==> src/rtl/fir_ctrl_pkg.sv <==
// Shared state encoding and sizing helper for the fir controller.
package fir_ctrl_pkg;

    typedef enum logic {
        ST_FILL = 1'b0,
        ST_RUN  = 1'b1
    } state_t;

    // Ceiling log2 with a floor of 1 so single-bit counters stay legal.
    function automatic int clog2(input int n);
        int r;
        r = 0;
        for (int k = 0; k < 32; k++) begin
            if ((1 << r) < n) begin
                r = r + 1;
            end
        end
        return (r < 1) ? 1 : r;
    endfunction

endpackage

==> src/rtl/fir_coeff_bank.sv <==
// Double-buffered coefficient storage: shadow written by config, active copied on swap.
module fir_coeff_bank #(
    parameter int COEFF_WIDTH = 8,
    parameter int NUM_TAPS    = 4,
    parameter int ADDR_WIDTH  = 2
) (
    input  logic                          clk,
    input  logic                          rst_n,
    input  logic                          wr_en,
    input  logic [ADDR_WIDTH-1:0]         wr_addr,
    input  logic [COEFF_WIDTH-1:0]        wr_data,
    input  logic                          swap,
    output logic [COEFF_WIDTH*NUM_TAPS-1:0] coeff
);

    logic [COEFF_WIDTH-1:0] shadow [NUM_TAPS];
    logic [COEFF_WIDTH-1:0] active [NUM_TAPS];

    generate
        for (genvar gi = 0; gi < NUM_TAPS; gi++) begin : g_tap
            always_ff @(posedge clk or negedge rst_n) begin
                if (!rst_n) begin
                    shadow[gi] <= '0;
                    active[gi] <= '0;
                end else begin
                    if (wr_en && (wr_addr == ADDR_WIDTH'(gi))) begin
                        shadow[gi] <= wr_data;
                    end
                    if (swap) begin
                        active[gi] <= shadow[gi];
                    end
                end
            end

            assign coeff[COEFF_WIDTH*gi +: COEFF_WIDTH] = active[gi];
        end
    endgenerate

endmodule

==> src/rtl/fir_ctrl.sv <==
// Commit handshake, pipeline refill tracking and decimation strobe for the fir datapath.
module fir_ctrl
    import fir_ctrl_pkg::*;
#(
    parameter int COEFF_WIDTH = 8,
    parameter int NUM_TAPS    = 4,
    parameter int DECIM_WIDTH = 8,
    parameter int ADDR_WIDTH  = 2
) (
    input  logic                            clk,
    input  logic                            rst_n,
    input  logic                            cfg_wr_en,
    input  logic [ADDR_WIDTH-1:0]           cfg_addr,
    input  logic [COEFF_WIDTH-1:0]          cfg_wr_data,
    input  logic                            cfg_commit,
    input  logic [DECIM_WIDTH-1:0]          decim_ratio,
    output logic                            cfg_busy,
    input  logic                            in_valid,
    output logic [COEFF_WIDTH*NUM_TAPS-1:0] coeff,
    output logic                            out_valid
);

    localparam int CNT_W = clog2(NUM_TAPS);

    state_t                 state;
    logic                   pending;
    logic [CNT_W-1:0]       fill_cnt;
    logic [DECIM_WIDTH-1:0] phase;
    logic [DECIM_WIDTH-1:0] ratio;
    logic                   wr_ok;

    assign wr_ok = cfg_wr_en && !cfg_busy && (int'(cfg_addr) < NUM_TAPS);

    fir_coeff_bank #(
        .COEFF_WIDTH (COEFF_WIDTH),
        .NUM_TAPS    (NUM_TAPS),
        .ADDR_WIDTH  (ADDR_WIDTH)
    ) u_bank (
        .clk     (clk),
        .rst_n   (rst_n),
        .wr_en   (wr_ok),
        .wr_addr (cfg_addr),
        .wr_data (cfg_wr_data),
        .swap    (pending),
        .coeff   (coeff)
    );

    always_ff @(posedge clk or negedge rst_n) begin
        if (!rst_n) begin
            state     <= ST_FILL;
            pending   <= 1'b0;
            cfg_busy  <= 1'b0;
            fill_cnt  <= '0;
            phase     <= '0;
            ratio     <= DECIM_WIDTH'(1);
            out_valid <= 1'b0;
        end else if (pending) begin
            // Swap edge: any sample arriving now is dropped and refill restarts.
            pending   <= 1'b0;
            cfg_busy  <= 1'b0;
            ratio     <= (decim_ratio == '0) ? DECIM_WIDTH'(1) : decim_ratio;
            state     <= ST_FILL;
            fill_cnt  <= '0;
            phase     <= '0;
            out_valid <= 1'b0;
        end else begin
            if (cfg_commit && !cfg_busy) begin
                pending  <= 1'b1;
                cfg_busy <= 1'b1;
            end
            out_valid <= 1'b0;
            case (state)
                ST_FILL: begin
                    if (in_valid) begin
                        if (fill_cnt == CNT_W'(NUM_TAPS - 2)) begin
                            state <= ST_RUN;
                        end else begin
                            fill_cnt <= fill_cnt + CNT_W'(1);
                        end
                    end
                end
                ST_RUN: begin
                    if (in_valid) begin
                        out_valid <= (phase == '0);
                        phase     <= (phase == ratio - DECIM_WIDTH'(1)) ? '0
                                                                        : phase + DECIM_WIDTH'(1);
                    end
                end
                default: state <= ST_FILL;
            endcase
        end
    end

endmodule

==> config.mk <==
export PLATFORM = sky130hd
export DESIGN_NAME = fir_ctrl
export DESIGN_NICKNAME = d
export VERILOG_FILES = /design/src/rtl/fir_ctrl_pkg.sv /design/src/rtl/fir_coeff_bank.sv /design/src/rtl/fir_ctrl.sv
export SDC_FILE = /design/constraint.sdc
export NUM_CORES = 1
export LEC_CHECK = 0
export ABC_AREA = 1
export BUFFER_PORTS_ARGS = -buffer_cell sky130_fd_sc_hd__clkbuf_2
export CAP_MARGIN = 10
export CORE_MARGIN = 2
export CORE_UTILIZATION = 49
export DETAILED_ROUTE_END_ITERATION = 8
export MAX_ROUTING_LAYER = met4
export PLACE_DENSITY = 0.69
export SETUP_SLACK_MARGIN = 0.2
export SLEW_MARGIN = 20
export SYNTH_ARGS = -nofsm -noshare
export SYNTH_HDL_FRONTEND = slang
export SYNTH_HIERARCHICAL = 1
export SYNTH_SLANG_ARGS = --single-unit
==> constraint.sdc <==
create_clock -name clk -period 3.5 [get_ports clk]
set_clock_uncertainty 0.15 [all_clocks]
set_input_delay 0.175 -clock clk [delete_from_list [all_inputs] [get_ports clk]]
set_output_delay 0.175 -clock clk [all_outputs]
set_load 0.01 [all_outputs]
## Yosys cells after proc, flatten, opt, wreduce, memory -nomap -nowiden

Index checks and enable logic that the tools add are counted.
W data, S select, Z words.

| word-level totals | value |
|---|---|
| memory bits (writable) | 0 |
| bits of input ports | 23 |
| bits in latches | 0 |
| memories kept | 0 |
| bits in read-only memories | 0 |
| flip-flop bits (word level) | 86 |

| cells by class | value |
|---|---|
| reduce and logical (&&, ||, !) cells | 15 |
| $lt $le $gt $ge | 0 |
| shift operators | 0 |
| equality and inequality tests | 7 |
| $mul | 0 |
| add/sub/neg operators | 3 |
| bitwise operators | 0 |
| div/mod/pow operators | 0 |
| muxes and demuxes | 20 |

Operators with widths:

| cell | count |
|---|---|
| $mux W8 | 5 |
| $logic_not A8 Y1 | 2 |
| $mux W1 | 11 |
| $add A8 B1 Y8 const B | 1 |
| $eq A8 B8 Y1 | 1 |
| $mux W2 | 4 |
| $sub A8 B1 Y8 const B | 1 |
| $eq A2 B2 Y1 const B | 3 |
| $logic_and A1 B1 Y1 | 6 |
| $reduce_bool A2 Y1 | 3 |
| $reduce_and A3 Y1 | 1 |
| $add A2 B1 Y2 const B | 1 |
| $eq A2 B1 Y1 const B | 1 |
| $logic_not A2 Y1 | 1 |
| $ne A2 B1 Y1 const B | 1 |
| $ne A2 B2 Y1 const B | 1 |
| $reduce_and A2 Y1 | 1 |
| $logic_not A1 Y1 | 1 |

## Depth between registers and ports, before layout

| logic depth | value |
|---|---|
| word-level depth | 6 |
| mapped depth | 12 |

## Hierarchy

The synthesis kept the hierarchy.

By module, submodules not included:

| module | instances | cells an instance | area each (um2) |
|---|---|---|---|
| fir_coeff_bank | 1 | 278 | 2,675.1 |
| fir_ctrl | 1 | 194 | 1,341.3 |

## Worst setup path after synthesis

Ideal clock, no wire load.

| timing | value |
|---|---|
| path type | reg2reg |
| from | register ratio[0] |
| to | register phase[0] |
| clock period less this slack | 1.804 ns |
| cell stages (with the launch flop) | 13 |
| library setup time | 0.116 ns |
| path slack | 1.696 ns |
| arrival time | 1.538 ns |
| path buffers | 0 |
| data required time | 3.234 ns |
| cells stage by stage | dfstp_2 -> inv_1 -> ha_1 -> inv_1 -> nand2_1 -> nand2_1 -> nand2_1 -> nor2_1 -> nand3_1 -> nor2_2 -> nand2_2 -> nand2_1 -> nand2_1 |

| on the way | value |
|---|---|
| cells in the longest elaborated chain, start to end | 6 |

RTL lines:

| element | line | text |
|---|---|---|
| start, declared | fir_ctrl.sv:29 | `logic [DECIM_WIDTH-1:0] ratio;` |
| start signal, assigned | fir_ctrl.sv:61 | `ratio <= (decim_ratio == '0) ? DECIM_WIDTH'(1) : decim_ratio;` |
| $sub A8 B1 Y8 | fir_ctrl.sv:85 | `phase <= (phase == ratio - DECIM_WIDTH'(1)) ? '0` |
| $eq A8 B8 Y1 | fir_ctrl.sv:85 |  |
| $mux W8 | fir_ctrl.sv:85 |  |
| $mux W8 | fir_ctrl.sv:83 | `if (in_valid) begin` |
| $mux W8 | fir_ctrl.sv:72 | `case (state)` |
| $mux W8 | fir_ctrl.sv:57 | `end else if (pending) begin` |
| end signal, assigned | fir_ctrl.sv:85 |  |
| end, declared | fir_ctrl.sv:28 | `logic [DECIM_WIDTH-1:0] phase;` |

Every way passes these cells. The select of a mux whose other input is x is not followed.
A chain may end at the register's enable or synchronous reset.

## Worst setup path in the final report

| timing | value |
|---|---|
| from | register cfg_busy |
| to | register u_bank/shadow[25] in the netlist's numbering |

| on the way | value |
|---|---|
| cells in the longest elaborated chain, start to end | 3 |

RTL lines:

| element | line | text |
|---|---|---|
| start, declared | fir_ctrl.sv:17 | `output logic cfg_busy,` |
| start signal, assigned | fir_ctrl.sv:52 | `cfg_busy <= 1'b0;` |
| start signal, assigned | fir_ctrl.sv:60 | `cfg_busy <= 1'b0;` |
| start signal, assigned | fir_ctrl.sv:69 | `cfg_busy <= 1'b1;` |
| $logic_not A1 Y1 | fir_ctrl.sv:32 | `assign wr_ok = cfg_wr_en && !cfg_busy && (int'(cfg_addr) < NUM_TAPS);` |
| $logic_and A1 B1 Y1 | fir_ctrl.sv:32 |  |
| via wr_ok | fir_ctrl.sv:30 | `logic wr_ok;` |
| $logic_and A1 B1 Y1 | fir_coeff_bank.sv:26 | `if (wr_en && (wr_addr == ADDR_WIDTH'(gi))) begin` |
| end signal, assigned by index | fir_coeff_bank.sv:27 | `shadow[gi] <= wr_data;` |
| end, declared | fir_coeff_bank.sv:16 | `logic [COEFF_WIDTH-1:0] shadow [NUM_TAPS];` |

The timed path passes the listed nets, and every way through them passes these cells.

==> run metrics <==
result of the run=finished, final reports clean; number of buffers added on ports=56; net count after synthesis=499; last weighted congestion value of the routability-driven placer=0.908; y dimension of the die=94.5 um; type of origin of the critical path=register; final hold violation count=0; pin count of the biggest net entering global routing=87; Avg Synthesized Cell Area=8.51 um2; Yosys warnings=6; net count of the finished layout=568; Hold Buf Count CTS=19; setup TNS=0 ns; area delta synth->final=17.1%; min Tclk post-route=2.04 ns; share of power burned in registers=0.478; initial antenna violation count=0; I/O Pins=57; total net switching power=1170 uW; number of endpoints failing setup at the final stage=0; detailed router's first-iteration violation count=167; Core ar.=8090 um2; switch share=0.357; count of antenna diodes in the layout=0; clk sink count=86; postcts setup bufs=0; relative contribution of the clock network to total power=0.220; peak clock frequency supported by timing=489 MHz; type of the setup path with the least slack=register to register; vias in the first global route=3077; count of max-cap constraint violations=0; routed wire length=8260 um; Seq. cell area=2150 um2; biggest cell delay along the critical path=0.80 ns; post-cts gate resize count=0; maximum clock path buffer count=2; via count=3235; cell-internal power=2100 uW; Post-DRT Antenna Nets=0; arrival time of data at the critical path endpoint=2.13 ns; clock slew at reported path FFs=0.09 ns; Die ar.=8940 um2; overall fraction of global-route tracks in use=0.208; sum of net half-perimeters after detailed placement=5550 um; Cell Count, Final, Fillers Out=651; number of filler cells placed in the layout=746; Wirelength per Cell=12.7 um; Clock Tree Root=clkbuf_8; Final Cycle Share=0.584; wire length of the first global-routing pass=14000 um; Cells after Synth=472; Cells after DPL=616; Static Leakage=0.00242 uW; fraction of layout instances using a drive strength above 1=0.167; areal power density over the cells=696 nW/um2; flop and latch count out of synthesis=86; Crit path required time=3.59 ns; unrepaired setup endpoints after global routing=no; category of the worst setup path capture point=register; cell area after technology mapping=4020 um2; max-slew violation count=0; final routed DRC violation total=0; leftover overflow at the end of global routing=0; number of different library cells in the post-synthesis netlist=29; area taken by multi-input logic gates=1480 um2; htree depth=3; worst hold path type=input pin to register; sequential share of the synthesized area=0.536; number of buffers added by the clock tree synthesis step=9; later-pin clock latency in the skew report=0.35 ns; DR pass1 iterations=4; Chip Width=94.5 um; Worst path most repeated cell=nand2_1; share of power burned in combinational logic=0.302; CTS tree=yes; maximum net fanout on the critical path=23; starting density of the core=0.496; Critical Path Slowest Stage Cell=nor2_2; worst vdd rail ir drop=0.000316 V; drt via density=4.97; Max-Slew Margin vs Limit=0.324; CP Cell Sequence=nor2_2 -> buf_4 -> nand2_4 -> nand2_1 -> nand2_1; Tightest Pin Transition=1.01 ns; row cnt=33
power by group through the flow:
stage | Combinational, uW | Sequential [uW] | Clock (uW)
global route | 1150 | 1610 | 788
floorplan | 652 | 1580 | 0
CTS | 997 | 1570 | 738
detailed placement | 974 | 1590 | 0
global placement | 947 | 1580 | 0
finish | 989 | 1570 | 721
worst max-delay path, delay by kind of cell, from the launching register on:
kind          cells  cell delay [ns]
flops             1             0.42
buf+inv           1             0.34
simple gates      4             1.02
metrics by stage:
stage	cell area [um2]	total power (uW)	setup slack [ns]	hold slack, ns	util
2_1_floorplan	4020	2230	1.70	-0.271	-
3_3_place_gp	4300	2520	1.53	0.250	0.532
3_5_place_dp	4300	2560	1.49	0.261	0.532
4_1_cts	4700	3300	1.47	0.222	0.581
5_1_grt	4700	3550	1.29	0.277	0.581
6_report	4700	3280	1.46	0.234	0.581
kinds of logic (layout without fill, tap and decap cells):
logic type	Yosys count	count (layout)	synth area share
AO/OA/AOI/OAI	50	50	0.0629
XOR/XNOR	6	6	0.0131
adder cells (fa/ha/maj)	4	4	0.0125
buffers and inverters	74	148	0.0950
flip-flops	86	86	0.536
multiplexers	1	1	0.00280
AND/OR/NAND/NOR	251	251	0.278
synth_stat cells:
library cell  number  area (um2)
a21oi_1            6        30.0
buf_2              6        30.0
buf_4              4        30.0
buf_6              7        78.8
bufinv_8           2        35.0
clkbuf_1           1        3.75
clkbuf_2           1        5.00
dfrtp_1           85        2130
dfstp_2            1        26.3
ha_1               4        50.1
inv_1             51         191
inv_2              2        7.51
mux2_2             1        11.3
nand2_1          168         631
nand2_2            1        6.26
nand2_4            1        11.3
nand3_1           20         100
nand3_4            3        52.6
nand4_1           25         156
nor2_1            24        90.1
nor2_2             4        25.0
nor2_8             1        20.0
nor3_1             2        10.0
nor4_1             2        12.5
o21ai_0           11        55.1
o21ai_1           32         160
o31ai_1            1        7.51
xnor2_1            4        35.0
xor2_1             2        17.5
registers in the layout, summed over array words and instances (netlist names):
signal / cells
ratio: 8
u_bank/coeff: 32
cfg_busy: 1
pending: 1
fill_cnt: 2
state: 1
out_valid: 1
phase: 8
u_bank/shadow: 32
final timing paths:
kind / from / endpoint / slack, ns / cells past startpoint
max reg2reg: cfg_busy$_DFFE_PN0P_ / u_bank/shadow[25]$_DFFE_PN0P_ / 1.46 / 5
max: cfg_busy$_DFFE_PN0P_ / u_bank/shadow[25]$_DFFE_PN0P_ / 1.46 / 5
min: cfg_wr_en / u_bank/shadow[21]$_DFFE_PN0P_ / 0.23 / 5
min reg2reg: u_bank/shadow[11]$_DFFE_PN0P_ / u_bank/shadow[11]$_DFFE_PN0P_ / 0.33 / 2
min in group asynchronous: rst_n / u_bank/coeff[8]$_DFFE_PN0P_ / 0.27 / 2
max in group asynchronous: rst_n / phase[2]$_DFFE_PN0P_ / 2.38 / 2
final cells by class:
cell class	count	area share
multi-input combinational	312	0.316
inverter	55	0.0497
timing repair buffer	77	0.105
clock inverter	4	0.0112
tap	105	0.0279
sequential	86	0.458
clock buffer	12	0.0330
routing by layer:
metal,vias to the layer above,part of all wire,GRT usage
li1,1636,-,-
met1,1510,0.47,0.284
met2,77,0.47,0.317
met3,12,0.038,0.0303
met4,0,0.014,0.0809
met5,-,0,-
cell usage in the layout (no fill, tap or decap), types with 2 or more instances in the layout:
cell           instances
ha_1                   4
nand2_1              168
a21oi_1                6
clkbuf_8              11
nand3_4                3
nand3_1               20
o21ai_0               11
nor3_1                 2
o21ai_1               32
inv_2                  2
xor2_1                 2
clkbuf_2              55
xnor2_1                4
buf_4                  2
nor4_1                 2
bufinv_8               2
dlygate4sd3_1         19
inv_1                 51
nor2_1                23
dfrtp_1               84
nor2_2                 5
nand4_1               25
No activity file was read; power rests on OpenSTA's default activity.
